--- config.mk ---
export PLATFORM = sky130hd
export DESIGN_NAME = arm_trace_monitor_flat
export DESIGN_NICKNAME = d
export VERILOG_FILES = /design/src/rtl/arm_trace_monitor_if.sv /design/src/rtl/arm_trace_monitor.sv /design/src/flat_wrapper.sv
export SDC_FILE = /design/constraint.sdc
export NUM_CORES = 1
export LEC_CHECK = 0
export ABC_AREA = 1
export BUFFER_PORTS_ARGS = -buffer_cell sky130_fd_sc_hd__buf_2
export CORE_MARGIN = 4
export CORE_UTILIZATION = 40
export DETAILED_ROUTE_END_ITERATION = 16
export HOLD_SLACK_MARGIN = 0.15
export PLACE_DENSITY = 0.57
export SETUP_SLACK_MARGIN = 0.5
export SLEW_MARGIN = 40
export SYNTH_ARGS = -nofsm -noshare
export SYNTH_HDL_FRONTEND = slang
export SYNTH_SLANG_ARGS = --single-unit
--- constraint.sdc ---
create_clock -name CLK -period 3.05 [get_ports CLK]
set_clock_uncertainty 0.1 [all_clocks]
set_input_delay 0.305 -clock CLK [delete_from_list [all_inputs] [get_ports CLK]]
set_output_delay 0.305 -clock CLK [all_outputs]
set_load 0.01 [all_outputs]
--- src/rtl/arm_trace_monitor_if.sv ---
// rtl/arm_trace_monitor_if.sv - processor sample inputs and trace stream bundle
interface arm_trace_monitor_if #(
  parameter int DEPTH = 8
) ();
  logic                     EN;
  logic                     CLEAR;
  logic [31:0]              Instr;
  logic [31:0]              ALUResult;
  logic [1:0]               ALUControl;
  logic                     TR_VALID;
  logic                     TR_READY;
  logic [31:0]              TR_INSTR;
  logic [31:0]              TR_ALU;
  logic [1:0]               TR_CTRL;
  logic [15:0]              TR_IDX;
  logic                     HALTED;
  logic                     OVERFLOW;
  logic [15:0]              INSTR_CNT;
  logic [$clog2(DEPTH):0]   LEVEL;

  modport master (
    output EN, CLEAR, Instr, ALUResult, ALUControl, TR_READY,
    input  TR_VALID, TR_INSTR, TR_ALU, TR_CTRL, TR_IDX,
    input  HALTED, OVERFLOW, INSTR_CNT, LEVEL
  );

  modport slave (
    input  EN, CLEAR, Instr, ALUResult, ALUControl, TR_READY,
    output TR_VALID, TR_INSTR, TR_ALU, TR_CTRL, TR_IDX,
    output HALTED, OVERFLOW, INSTR_CNT, LEVEL
  );
endinterface

--- src/rtl/arm_trace_monitor.sv ---
// rtl/arm_trace_monitor.sv - captures processor instruction samples into a trace FIFO
module arm_trace_monitor #(
  parameter int          DEPTH      = 8,
  parameter logic [31:0] HALT_INSTR = 32'hE0000000
) (
  input  logic                CLK,
  input  logic                RST,
  arm_trace_monitor_if.slave  bus
);

  localparam int             AW       = $clog2(DEPTH);
  localparam int             EW       = 82;
  localparam logic [AW:0]    LVL_FULL = (AW+1)'(DEPTH);

  typedef enum logic [1:0] {S_IDLE, S_RUN, S_HALT} state_t;

  state_t          state_q, state_d;
  logic [AW-1:0]   wr_ptr_q, wr_ptr_d;
  logic [AW-1:0]   rd_ptr_q, rd_ptr_d;
  logic [AW:0]     level_q, level_d;
  logic            overflow_q, overflow_d;
  logic [15:0]     cnt_q, cnt_d;
  logic [EW-1:0]   mem_q [DEPTH];
  logic [EW-1:0]   mem_d [DEPTH];

  logic            sample_ev;
  logic            pop;
  logic            push;
  logic [EW-1:0]   head;

  // Next-state logic: FSM, FIFO pointers/occupancy, counter and sticky overflow.
  always_comb begin
    state_d    = state_q;
    wr_ptr_d   = wr_ptr_q;
    rd_ptr_d   = rd_ptr_q;
    level_d    = level_q;
    overflow_d = overflow_q;
    cnt_d      = cnt_q;
    mem_d      = mem_q;

    // A halt word is never a sample; IDLE behaves like RUN for the enabling cycle.
    sample_ev = bus.EN && (state_q != S_HALT) && (bus.Instr != HALT_INSTR);
    pop       = (level_q != '0) && bus.TR_READY;
    // A full FIFO still accepts when the head leaves in the same cycle.
    push      = sample_ev && ((level_q != LVL_FULL) || pop);

    if (bus.CLEAR) begin
      state_d    = S_IDLE;
      wr_ptr_d   = '0;
      rd_ptr_d   = '0;
      level_d    = '0;
      overflow_d = 1'b0;
      cnt_d      = '0;
    end else begin
      if (bus.EN && (state_q != S_HALT)) begin
        state_d = (bus.Instr == HALT_INSTR) ? S_HALT : S_RUN;
      end
      if (sample_ev) begin
        cnt_d = cnt_q + 16'd1;
        if (!push) begin
          overflow_d = 1'b1;
        end
      end
      if (push) begin
        mem_d[wr_ptr_q] = {bus.Instr, bus.ALUResult, bus.ALUControl, cnt_q};
        wr_ptr_d        = wr_ptr_q + AW'(1);
      end
      if (pop) begin
        rd_ptr_d = rd_ptr_q + AW'(1);
      end
      level_d = level_q + (AW+1)'(push) - (AW+1)'(pop);
    end
  end

  // State registers with asynchronous reset discarding all trace contents.
  always_ff @(posedge CLK or negedge RST) begin
    if (!RST) begin
      state_q    <= S_IDLE;
      wr_ptr_q   <= '0;
      rd_ptr_q   <= '0;
      level_q    <= '0;
      overflow_q <= 1'b0;
      cnt_q      <= '0;
      for (int i = 0; i < DEPTH; i++) begin
        mem_q[i] <= '0;
      end
    end else begin
      state_q    <= state_d;
      wr_ptr_q   <= wr_ptr_d;
      rd_ptr_q   <= rd_ptr_d;
      level_q    <= level_d;
      overflow_q <= overflow_d;
      cnt_q      <= cnt_d;
      mem_q      <= mem_d;
    end
  end

  // Head fields read zero whenever the FIFO is empty.
  always_comb begin
    head = (level_q != '0) ? mem_q[rd_ptr_q] : '0;
  end

  assign bus.TR_VALID  = (level_q != '0);
  assign bus.TR_INSTR  = head[81:50];
  assign bus.TR_ALU    = head[49:18];
  assign bus.TR_CTRL   = head[17:16];
  assign bus.TR_IDX    = head[15:0];
  assign bus.HALTED    = (state_q == S_HALT);
  assign bus.OVERFLOW  = overflow_q;
  assign bus.INSTR_CNT = cnt_q;
  assign bus.LEVEL     = level_q;

endmodule

--- src/flat_wrapper.sv ---
// flat-port wrapper written by rule: the top's interface ports become plain ports
module arm_trace_monitor_flat 
#(
  parameter int          DEPTH      = 8,
  parameter logic [31:0] HALT_INSTR = 32'hE0000000
)
  (CLK, RST, bus_EN, bus_CLEAR, bus_Instr, bus_ALUResult, bus_ALUControl, bus_TR_READY, bus_TR_VALID, bus_TR_INSTR, bus_TR_ALU, bus_TR_CTRL, bus_TR_IDX, bus_HALTED, bus_OVERFLOW, bus_INSTR_CNT, bus_LEVEL);
  arm_trace_monitor_if #(.DEPTH(DEPTH)) bus_i ();
  input  logic CLK;
  input  logic RST;
  input wire logic [$bits(bus_i.EN)-1:0] bus_EN;
  input wire logic [$bits(bus_i.CLEAR)-1:0] bus_CLEAR;
  input wire logic [$bits(bus_i.Instr)-1:0] bus_Instr;
  input wire logic [$bits(bus_i.ALUResult)-1:0] bus_ALUResult;
  input wire logic [$bits(bus_i.ALUControl)-1:0] bus_ALUControl;
  input wire logic [$bits(bus_i.TR_READY)-1:0] bus_TR_READY;
  output wire logic [$bits(bus_i.TR_VALID)-1:0] bus_TR_VALID;
  output wire logic [$bits(bus_i.TR_INSTR)-1:0] bus_TR_INSTR;
  output wire logic [$bits(bus_i.TR_ALU)-1:0] bus_TR_ALU;
  output wire logic [$bits(bus_i.TR_CTRL)-1:0] bus_TR_CTRL;
  output wire logic [$bits(bus_i.TR_IDX)-1:0] bus_TR_IDX;
  output wire logic [$bits(bus_i.HALTED)-1:0] bus_HALTED;
  output wire logic [$bits(bus_i.OVERFLOW)-1:0] bus_OVERFLOW;
  output wire logic [$bits(bus_i.INSTR_CNT)-1:0] bus_INSTR_CNT;
  output wire logic [$bits(bus_i.LEVEL)-1:0] bus_LEVEL;
  assign bus_i.EN = bus_EN;
  assign bus_i.CLEAR = bus_CLEAR;
  assign bus_i.Instr = bus_Instr;
  assign bus_i.ALUResult = bus_ALUResult;
  assign bus_i.ALUControl = bus_ALUControl;
  assign bus_i.TR_READY = bus_TR_READY;
  assign bus_TR_VALID = bus_i.TR_VALID;
  assign bus_TR_INSTR = bus_i.TR_INSTR;
  assign bus_TR_ALU = bus_i.TR_ALU;
  assign bus_TR_CTRL = bus_i.TR_CTRL;
  assign bus_TR_IDX = bus_i.TR_IDX;
  assign bus_HALTED = bus_i.HALTED;
  assign bus_OVERFLOW = bus_i.OVERFLOW;
  assign bus_INSTR_CNT = bus_i.INSTR_CNT;
  assign bus_LEVEL = bus_i.LEVEL;
  arm_trace_monitor #(.DEPTH(DEPTH), .HALT_INSTR(HALT_INSTR)) u_core (.CLK(CLK), .RST(RST), .bus(bus_i));
endmodule
[Word-level counts from Yosys, hierarchy flattened]
Cells that the tools add are included.
W data, S select, Z words.
Word-level totals
  bits in registers: 685
  input bits: 71
  output and inout port bits: 105
  logic and storage cells: 64
Operators by class
  $add $sub $neg: 5
  $lt $le $gt $ge: 3
  equality and inequality tests: 6
  mux-type cells: 20
  bitwise logic cells: 3
  reduce and logical (&&, ||, !) cells: 13
Operators with widths (number)
  $bwmux W656: 1
  $mux W82: 4
  $bmux W82 S3: 1
  $demux W82 S3: 1
  $eq A32 B32 Y1 const B: 1
  $mux W16: 2
  $ne A32 B32 Y1 const B: 1
  $add A16 B1 Y16 const B: 1
  $mux W3: 4
  $ge A4 B4 Y1 const B: 2
  $not A3 Y4: 2
  $reduce_bool A2 Y1: 4
  $add A3 B1 Y3 const B: 2
  $mux W2: 3
  $logic_and A1 B1 Y1: 5
  $add A4 B1 Y4: 1
  $lt A4 B1 Y1 const B: 1
  $mux W4: 1
  $ne A2 B2 Y1 const B: 2
  $ne A4 B4 Y1 const B: 1
  $reduce_and A2 Y1: 2
  $reduce_bool A4 Y1: 1
  $sub A4 B1 Y4: 1
  $mux W1: 3
  other kinds (3): 3

[Logic depth before layout (Yosys ltp)]
Gate-level depths: netlist (run 1).
  depth after elaboration: 7
  depth in mapped cells: 14
  depth with buffers taken out: 13

[Least setup slack after synthesis (run 1)]
OpenSTA, ideal clock, no wires.
  path type: flip-flop to flip-flop
  start point: register u_core.level_q[2], in the netlist u_core.bus.LEVEL[2]
  end point: register u_core.level_q[2], in the netlist u_core.bus.LEVEL[2]
  arrival: 2034 ps
  data required time: 2813 ps
  path slack: 780 ps
  cell stages (with the launch flop): 12
  path through: dfrtp_1 > inv_1 > ha_1 > nand3_1 > nand2_1 > inv_1 > ha_1 > inv_1 > ha_1 > fa_1 > xnor2_1 > nor2_1
Between the ends
  cells in the longest elaborated chain, start to end: 7
  elaborated cells between the ends (all ways): 8
  those cells by class: add/sub (2); eq/ne (1); mux (1); reduce/logical (4)
RTL lines
  from (decl): RTL line arm_trace_monitor.sv:20  | logic [AW:0] level_q, level_d;
  from (signal assigned): RTL line arm_trace_monitor.sv:91  | level_q <= level_d;
  $reduce_bool A4 Y1: RTL line arm_trace_monitor.sv:43  | pop = (level_q != '0) && bus.TR_READY;
  $logic_and A1 B1 Y1: RTL line arm_trace_monitor.sv:43
  $logic_or A1 B1 Y1: RTL line arm_trace_monitor.sv:45  | push = sample_ev && ((level_q != LVL_FULL) || pop);
  $logic_and A1 B1 Y1: RTL line arm_trace_monitor.sv:45
  $add A4 B1 Y4: RTL line arm_trace_monitor.sv:71  | level_d = level_q + (AW+1)'(push) - (AW+1)'(pop);
  $sub A4 B1 Y4 *: RTL line arm_trace_monitor.sv:71
  $mux W4 *: RTL line arm_trace_monitor.sv:47  | if (bus.CLEAR) begin
  via u_core.level_d[2]: RTL line arm_trace_monitor.sv:20
The timed path passes the listed nets; every way through them passes the cells marked *.
A chain may end at the register's enable or synchronous reset.

[Final worst setup path (run 1)]
  start point: register u_core.rd_ptr_q[0]
  end point: output bus_TR_ALU[2]
Between the ends
  cells in the longest elaborated chain, start to end: 5
RTL lines
  from (decl): RTL line arm_trace_monitor.sv:19  | logic [AW-1:0] rd_ptr_q, rd_ptr_d;
  from (signal assigned): RTL line arm_trace_monitor.sv:90  | rd_ptr_q <= rd_ptr_d;
  $not A3 Y4 (not written as such): RTL line arm_trace_monitor.sv:100  | head = (level_q != '0) ? mem_q[rd_ptr_q] : '0;
  $bmux W82 S3: RTL line arm_trace_monitor.sv:100
  $mux W82 (not written as such) (2 in a row): RTL line arm_trace_monitor.sv:100
  $mux W82: RTL line arm_trace_monitor.sv:100
  to (decl): RTL line flat_wrapper.sv:19  | output wire logic [$bits(bus_i.TR_ALU)-1:0] bus_TR_ALU;
No other way between the ends. The select of a mux whose other input is x is not followed.

==> results of run 1 <==
synth_stat cells (2+ instances only):
| cell type | instances |
|---|---|
| nand3_1 | 673 |
| dfrtp_1 | 685 |
| nor2_1 | 699 |
| o31ai_1 | 2 |
| nand2_1 | 1372 |
| clkbuf_1 | 129 |
| inv_2 | 2 |
| a21oi_1 | 9 |
| o21ai_1 | 48 |
| buf_12 | 6 |
| nand4_4 | 7 |
| ha_1 | 9 |
| xor2_1 | 7 |
| inv_1 | 30 |
| buf_1 | 8 |
| o32ai_1 | 164 |
| nor3_1 | 12 |
| buf_4 | 2 |
| buf_2 | 223 |
| nand4_1 | 7 |
| buf_6 | 64 |
| o21ai_0 | 212 |
worst reg2reg max path, stage by stage (launching register included):
cell	delay (ns)
dfrtp_1	0.38
inv_1	0.11
ha_1	0.22
nand3_4	0.14
nand2_1	0.17
nand4_1	0.15
buf_4	0.26
nand4_4	0.12
buf_4	0.68
nand2_1	0.17
nand2_1	0.10
sequential cells by signal (all words and copies together) (netlist names):
register,flops
u_core.bus.INSTR_CNT,16
u_core.rd_ptr_q,3
u_core.mem_q,656
u_core.bus.LEVEL,4
u_core.wr_ptr_q,3
u_core.bus.OVERFLOW,1
u_core.state_q,2
cell families after synthesis:
kind of cell,share of synthesized area
and+or+nand+nor,0.335
buffers and inverters,0.0764
xor gates and xnor gates,0.00205
adders and majority gates,0.00387
AOI/OAI and AO/OA,0.0824
DFF,0.501
cell type report:
type / instances / area, um^2 / area share
Sequential cell: 685 / 17200 / 0.414
Multi-Input combinational cell: 3231 / 15300 / 0.369
Timing Repair Buffer: 485 / 4850 / 0.117
Clock buffer: 113 / 2300 / 0.0556
Tap cell: 1144 / 1430 / 0.0345
Clock inverter: 23 / 236 / 0.00570
Inverter: 34 / 161 / 0.00389
Timing Repair inverter: 3 / 33.8 / 0.000815
Antenna cell: 2 / 5.00 / 0.000121
per-layer routing:
metal | track usage | vias up | share of wire
li1 | - | 14600 | -
met2 | 0.416 | 1216 | 0.47
met5 | 0 | - | 0.00010
met1 | 0.371 | 16000 | 0.44
met4 | 0.0812 | 2 | 0.026
met3 | 0.0341 | 186 | 0.072
worst paths after layout:
check,to,cells after the start,startpoint
max reg2reg,u_core.mem_q[56],10,u_core.bus.LEVEL[2]
max in group asynchronous,u_core.mem_q[392],5,RST
min reg2reg,u_core.mem_q[109],2,u_core.mem_q[109]
min in group asynchronous,u_core.mem_q[487],3,RST
max,bus_TR_ALU[2],10,u_core.rd_ptr_q[0]
min,u_core.mem_q[109],2,u_core.mem_q[109]
power groups by stage:
stage / combinational, mW / sequential [mW] / clock (mW)
after detailed placement: 10.3 / 11.9 / 0
after floorplan: 6.71 / 11.6 / 0
final: 12.8 / 11.8 / 9.53
after global placement: 10.2 / 12.0 / 0
after CTS: 11.1 / 11.8 / 9.67
after global routing: 14.0 / 12.0 / 10.1
timing repair:
| action | CTS | global route |
|---|---|---|
| resized for setup | 53 | 213 |
| hold buffers | 71 | 1 |
| pin swaps | 6 | 70 |
| setup buffers | 14 | 38 |
| cloned | 7 | 24 |
| setup endpoints to repair | 125 | 471 |
| endpoints found under the hold margin | 625 | 22 |
==> metrics.md, run 1 <==
| Metric | Value |
|---|---|
| Switching Share | 0.367 |
| PnR Total Power | 34.2 mW |
| Clock power share | 0.279 |
| Max-Cap Viols | 0 |
| Buf/Inv on CP | 6 |
| Sw Pwr | 12.5 mW |
| CP max stage delay | 0.53 ns |
| Final instance area | 41500 um^2 |
| Util after Layout | 0.488 |
| Total leakage power | 21.5 nW |
| Routed WL per cell | 21.8 um |
| Internal Power | 21.6 mW |
| Rel. slew slack | 0.417 |
| Mapped Avg Cell Area | 7.81 um^2 |
| Initial DRC Count | 3355 |
| Worst min-delay path class | register to register |
| Final worst slack | 0.113 ns |
| Commonest non-fill, non-tap cell in the layout | nand2_1 |
| Setup violators final | 0 |
| Clock sinks | 685 |
| CP Cell Sequence | buf_12 -> clkinv_16 -> buf_8 -> buf_12 -> nor2_1 -> o32ai_2 -> buf_4 -> o21ai_0 -> nor2_2 -> buf_2 |
| Port buffer count | 175 |
| CP arrival | 2.53 ns |
| Synth area leader | dfrtp_1 |
| Top delay family on crit path | buffers and inverters |
| Total CTS buffers | 77 |
| Synth Flop Type | dfrtp_1 |
| DRC | 0 |
| Final hold violations | 0 |
| Site row count | 107 |
| Placed instance area | 35900 um^2 |
| Dpl ws | 0.421 ns |
| Slowest CP cell | dfrtp_4 |
| Pin count of the biggest net entering global routing | 135 |
| RSZ-0062 raised after global routing | true |
| Synth Net Count | 4463 |
| Comb pwr share | 0.375 |
| FILL cells | 8183 |
| Layout cells sized above 1 | 0.150 |
| Die Area | 90300 um^2 |
| Core area | 85000 um^2 |
| Mapped Area | 34200 um^2 |
| Syn-to-layout area delta | 21.1% |
| Synth area leaders | dfrtp_1, nand2_1, nand3_1 |
| Crit. End Element | output pin |
| Total Wirelength | 125000 um |
| Max Clock Freq | 0.340 GHz |
| Total number of yosys warnings | 0 |
| Hpwl dp | 63400 um |
| Drt pass-1 iters | 6 |
| Vias per inst | 5.59 |
| Vias in the first global route | 30.4k |
| Synth Instances | 4382 |
| Flop-to-flop setup slack | 0.39 ns |
| Hold slack | 0.374 ns |
| Grt total ovfl | 0 |
| Final net count | 4598 |
| I/O pin cnt | 176 |
| Setup TNS Final | 0 ns |
| Seq pwr share | 0.346 |
| RD Place Congestion | 0.807 |
| Post-synth EDFFs | 0 |
| First-pass GRT wire length | 185000 um |
| Most frequent CP cell | buf_12 |
| Peak fanout along the critical path | 7 |
| Most frequent cells in the layout | nand2_1, dfrtp_1, nand3_1 |
| Initial Utilization | 0.403 |
| Seq/Total Area, Yosys | 0.501 |
| CTS tree | built |
| Die Y | 301 um |
| Via count | 32.0k |
| FF+latch count, synth | 685 |
| Power per cell area | 824 nW/um^2 |
| Root Buffer | clkbuf_16 |
| Die width | 301 um |
| Fin crit share | 0.963 |
| Fin. max-slew vios | 0 |
| Yosys top cell area share | 0.501 |
| Pin slew with the least headroom to its limit | 0.875 ns |
| Non-filler cells, final | 5720 |
| Max VDD drop | 0.443 mV |
| Worst Path Required | 2.64 ns |
| DP Cell Count | 5426 |
| Clock Latency Late Sink | 0.62 ns |
| Async set or reset register ratio after synthesis | 1.00 |
| Antenna Violating Nets Remaining | 0 |
| Initial antenna violation count | 3 |
| Clk buf depth | 3 |
| H-tree depth | 3 |
| Count of different cell masters after synthesis | 34 |
| Worst-path clk slew | 0.06 ns |
| CP Class | register to output pin |
| Status | complete, no violations |
| Critical Path Start Type | register |
| GRT Overall Usage | 0.261 |
| Final min period | 2.94 ns |
No activity file was read; power rests on OpenSTA's default activity.
==> run 2: changes to the inputs <==
--- a/config.mk
+++ b/config.mk
@@ -11,7 +11,6 @@
 export CORE_UTILIZATION = 40
 export DETAILED_ROUTE_END_ITERATION = 16
 export HOLD_SLACK_MARGIN = 0.15
-export PLACE_DENSITY = 0.57
 export SETUP_SLACK_MARGIN = 0.5
 export SLEW_MARGIN = 40
 export SYNTH_ARGS = -nofsm -noshare
==> constraint.sdc (replaced) <==
create_clock -name CLK -period 3.05 [get_ports CLK]
set_clock_uncertainty 0.1 [all_clocks]
set_input_delay 0.915 -clock CLK [delete_from_list [all_inputs] [get_ports CLK]]
set_output_delay 0.915 -clock CLK [all_outputs]
set_load 0.01 [all_outputs]
==> run 2 against run 1 <==
Effect of this change: the flow now finishes with violations (negative setup slack); worst setup slack worse by 0.51 ns; clock-buffer cell count stayed put; largest cell class unchanged; core utilization is 0.93 points higher; largest power group unchanged; sequential power hardly changed; sequential share of layout area is 0.77 points lower; routed wire length is 1.8% higher; critical endpoint is now bus_TR_INSTR[26]; non-clock buffer count is 10 lower.
==> metrics.md, run 2 (same netlist as run 1, synthesis figures left out) <==
| Metric | Value |
|---|---|
| Most frequent cells in the layout | nand2_1, dfrtp_1, nand3_1 |
| Fin. max-slew vios | 0 (unchanged) |
| Syn-to-layout area delta | 23.4% |
| CP arrival | 2.44 ns (-0.09 ns) |
| CTS tree | built |
| GRT Overall Usage | 0.258 (-0.00231) |
| Grt total ovfl | 0 (unchanged) |
| Final net count | 4586 (-0.26%) |
| CP Class | register to output pin |
| H-tree depth | 3 (unchanged) |
| RD Place Congestion | 0.806 (about the same) |
| Routed WL per cell | 22.2 um (+2.0%) |
| Initial antenna violation count | 5 (+2) |
| Status | finished with violations |
| Via count | 32.3k (+1.0%) |
| Total leakage power | 21.8 nW (+1.5%) |
| Final min period | 3.45 ns (+0.514 ns) |
| Start point of the worst hold path | u_core.mem_q[450] |
| DRC | 0 (unchanged) |
| Final instance area | 42300 um^2 (+1.9%) |
| Vias per inst | 5.67 (+1.3%) |
| Max-Cap Viols | 0 (unchanged) |
| Worst-path clk slew | 0.06 ns (about the same) |
| Drt pass-1 iters | 6 (unchanged) |
| Worst Path Required | 2.03 ns (-0.61 ns) |
| RSZ-0062 raised after global routing | true |
| Clock sinks | 685 (unchanged) |
| Most frequent CP cell | nor2_1 |
| Slowest CP cell | dfrtp_4 |
| Initial DRC Count | 3597 (+7.2%) |
| Worst-case reg-to-reg path depth | 15 (+5) |
| Port buffer count | 175 (unchanged) |
| Antenna Violating Nets Remaining | 0 (unchanged) |
| Power per cell area | 820 nW/um^2 (-0.49%) |
| Hold Path Stages | 2 (unchanged) |
| Final hold violations | 0 (unchanged) |
| Internal Power | 22.0 mW (+1.5%) |
| Site row count | 107 (unchanged) |
| Reg area | 17200 um^2 (unchanged) |
| Largest register FFs | 656 (unchanged) |
| Worst min-delay path class | register to register |
| Core area | 85000 um^2 (unchanged) |
| Switching Share | 0.366 (-0.000802) |
| Setup violators final | 82 (+82) |
| Final worst slack | -0.401 ns (-0.514 ns) |
| Placed instance area | 36900 um^2 (+2.8%) |
| Commonest non-fill, non-tap cell in the layout | nand2_1 |
| Root Buffer | clkbuf_16 |
| FF-to-FF Start | u_core.bus.LEVEL[3] |
| Flop-to-flop setup slack | 0.20 ns (-0.19 ns) |
| Hpwl dp | 64500 um (+1.6%) |
| Die Area | 90300 um^2 (unchanged) |
| Initial Utilization | 0.403 (unchanged) |
| Comb pwr share | 0.389 (+0.014) |
| Clk buf depth | 3 (unchanged) |
| Vias in the first global route | 30.7k (+0.99%) |
| Peak fanout along the critical path | 12 (+5) |
| First-pass GRT wire length | 184000 um (-0.84%) |
| Die width | 301 um (unchanged) |
| Max VDD drop | 0.503 mV (+14%) |
| Sw Pwr | 12.7 mW (+1.2%) |
| Seq pwr share | 0.341 (-0.005) |
| Total Wirelength | 127000 um (+1.8%) |
| I/O pin cnt | 176 (unchanged) |
| CP max stage delay | 0.44 ns (-0.09 ns) |
| Pin count of the biggest net entering global routing | 85 (-37%) |
| Critical Path Start Type | register |
| Total CTS buffers | 76 (-1.3%) |
| Clock power share | 0.270 (-0.009) |
| Crit. End Element | output pin |
| Clock Latency Late Sink | 0.63 ns (about the same) |
| Die Y | 301 um (unchanged) |
| Worst r2r dst | u_core.mem_q[269] |
| Failing checks | negative setup slack |
| Hold slack | 0.375 ns (+0.000233 ns) |
| CP Cell Sequence | buf_12 -> buf_4 -> buf_16 -> nor2_1 -> o32ai_2 -> nor2_1 -> nor2_2 -> buf_2 |
| Pin slew with the least headroom to its limit | 0.659 ns (-0.216 ns) |
| FILL cells | 8004 (-2.2%) |
| Layout cells sized above 1 | 0.174 (+0.0237) |
| WHS Endpoint | u_core.mem_q[450] |
| Fin crit share | 1.13 (+0.169) |
| Max Clock Freq | 0.290 GHz (-15%) |
| Largest reg by FF count | u_core.mem_q |
| Rel. slew slack | 0.561 (+0.144) |
| Area of the multi-input gates | 15400 um^2 (+0.69%) |
==> run 2: changes by cell type in the layout (fill, tap and decap cells not counted), moves of 15 or more <==
cell	before	now
dlygate4sd3_1	72	1
buf_12	52	94
nor2_1	664	637
nor2_2	31	56
nand2_1	1372	1352
buf_6	11	26
clkbuf_16	98	113
==> run 2: routing by layer <==
| layer | part of all wire | vias up | global-route usage |
|---|---|---|---|
| li1 | - | 14600 | - |
| met1 | 0.41 | 16000 | 0.353 |
| met2 | 0.47 | 1482 | 0.419 |
| met3 | 0.083 | 242 | 0.0420 |
| met4 | 0.032 | 4 | 0.0893 |
| met5 | 0.00017 | - | 0 |
==> run 2: through the flow <==
| stage | power [mW] | std cells | setup TNS, ns | worst slack [ns] | util |
|---|---|---|---|---|---|
| floorplan | 18.4 | 4382 | 0 | 0.432 | - |
| global placement | 22.4 | 5476 | -140.99 | -0.300 | 0.434 |
| detailed placement | 22.6 | 5476 | -30.92 | -0.145 | 0.434 |
| CTS | 33.0 | 5638 | -29.24 | -0.426 | 0.473 |
| global route | 36.4 | 5705 | -30.95 | -0.454 | 0.497 |
| finish | 34.6 | 5706 | -24.90 | -0.401 | 0.497 |
==> run 2: what timing repair did <==
item                       in CTS  in global routing
hold endpoints to repair       29                  0
setup endpoints to repair     605                734
gates cloned                   12                 38
gates resized for setup       119                219
pin swaps                      33                 67
setup buffers                  17                 27
hold buffers                    1                  0
==> run 2: power by group through the flow <==
stage	sequential, mW	clock, mW	combinational (mW)
finish	11.8	9.34	13.5
global route	12.0	9.84	14.6
CTS	11.8	9.48	11.7
detailed placement	11.9	0	10.7
global placement	11.9	0	10.5
floorplan	11.6	0	6.75
==> run 2: worst max-delay path by stage <==
stage / from / to / slack [ns] / cells after the start
after global routing: u_core.rd_ptr_q[0] / bus_TR_INSTR[31] / -0.45 / 9
final: u_core.rd_ptr_q[0] / bus_TR_INSTR[26] / -0.40 / 8
after global placement: bus_Instr[31] / u_core.mem_q[118] / -0.30 / 10
after floorplan: u_core.rd_ptr_q[0] / bus_TR_ALU[0] / 0.43 / 8
after detailed placement: bus_Instr[0] / u_core.bus.LEVEL[1] / -0.14 / 14
after CTS: u_core.rd_ptr_q[0] / bus_TR_ALU[18] / -0.43 / 8
==> run 2: layout make-up <==
| type | instances | share of cell area |
|---|---|---|
| flip-flops and latches | 685 | 0.406 |
| multi-input cells | 3231 | 0.364 |
| repair buffers | 475 | 0.132 |
| clock buffers | 113 | 0.0541 |
| well taps | 1144 | 0.0339 |
| clock inverters | 19 | 0.00489 |
| inverters | 34 | 0.00376 |
| repair inverters | 2 | 0.000859 |
| diodes | 3 | 0.000178 |
==> run 2: worst max-delay path: cells and delay by family (launching register included) <==
kind                   cells  cell delay, ns
AO/OA/AOI/OAI              1            0.24
flip-flops                 1            0.44
buffers and inverters      4            0.75
AND/OR/NAND/NOR            3            0.37
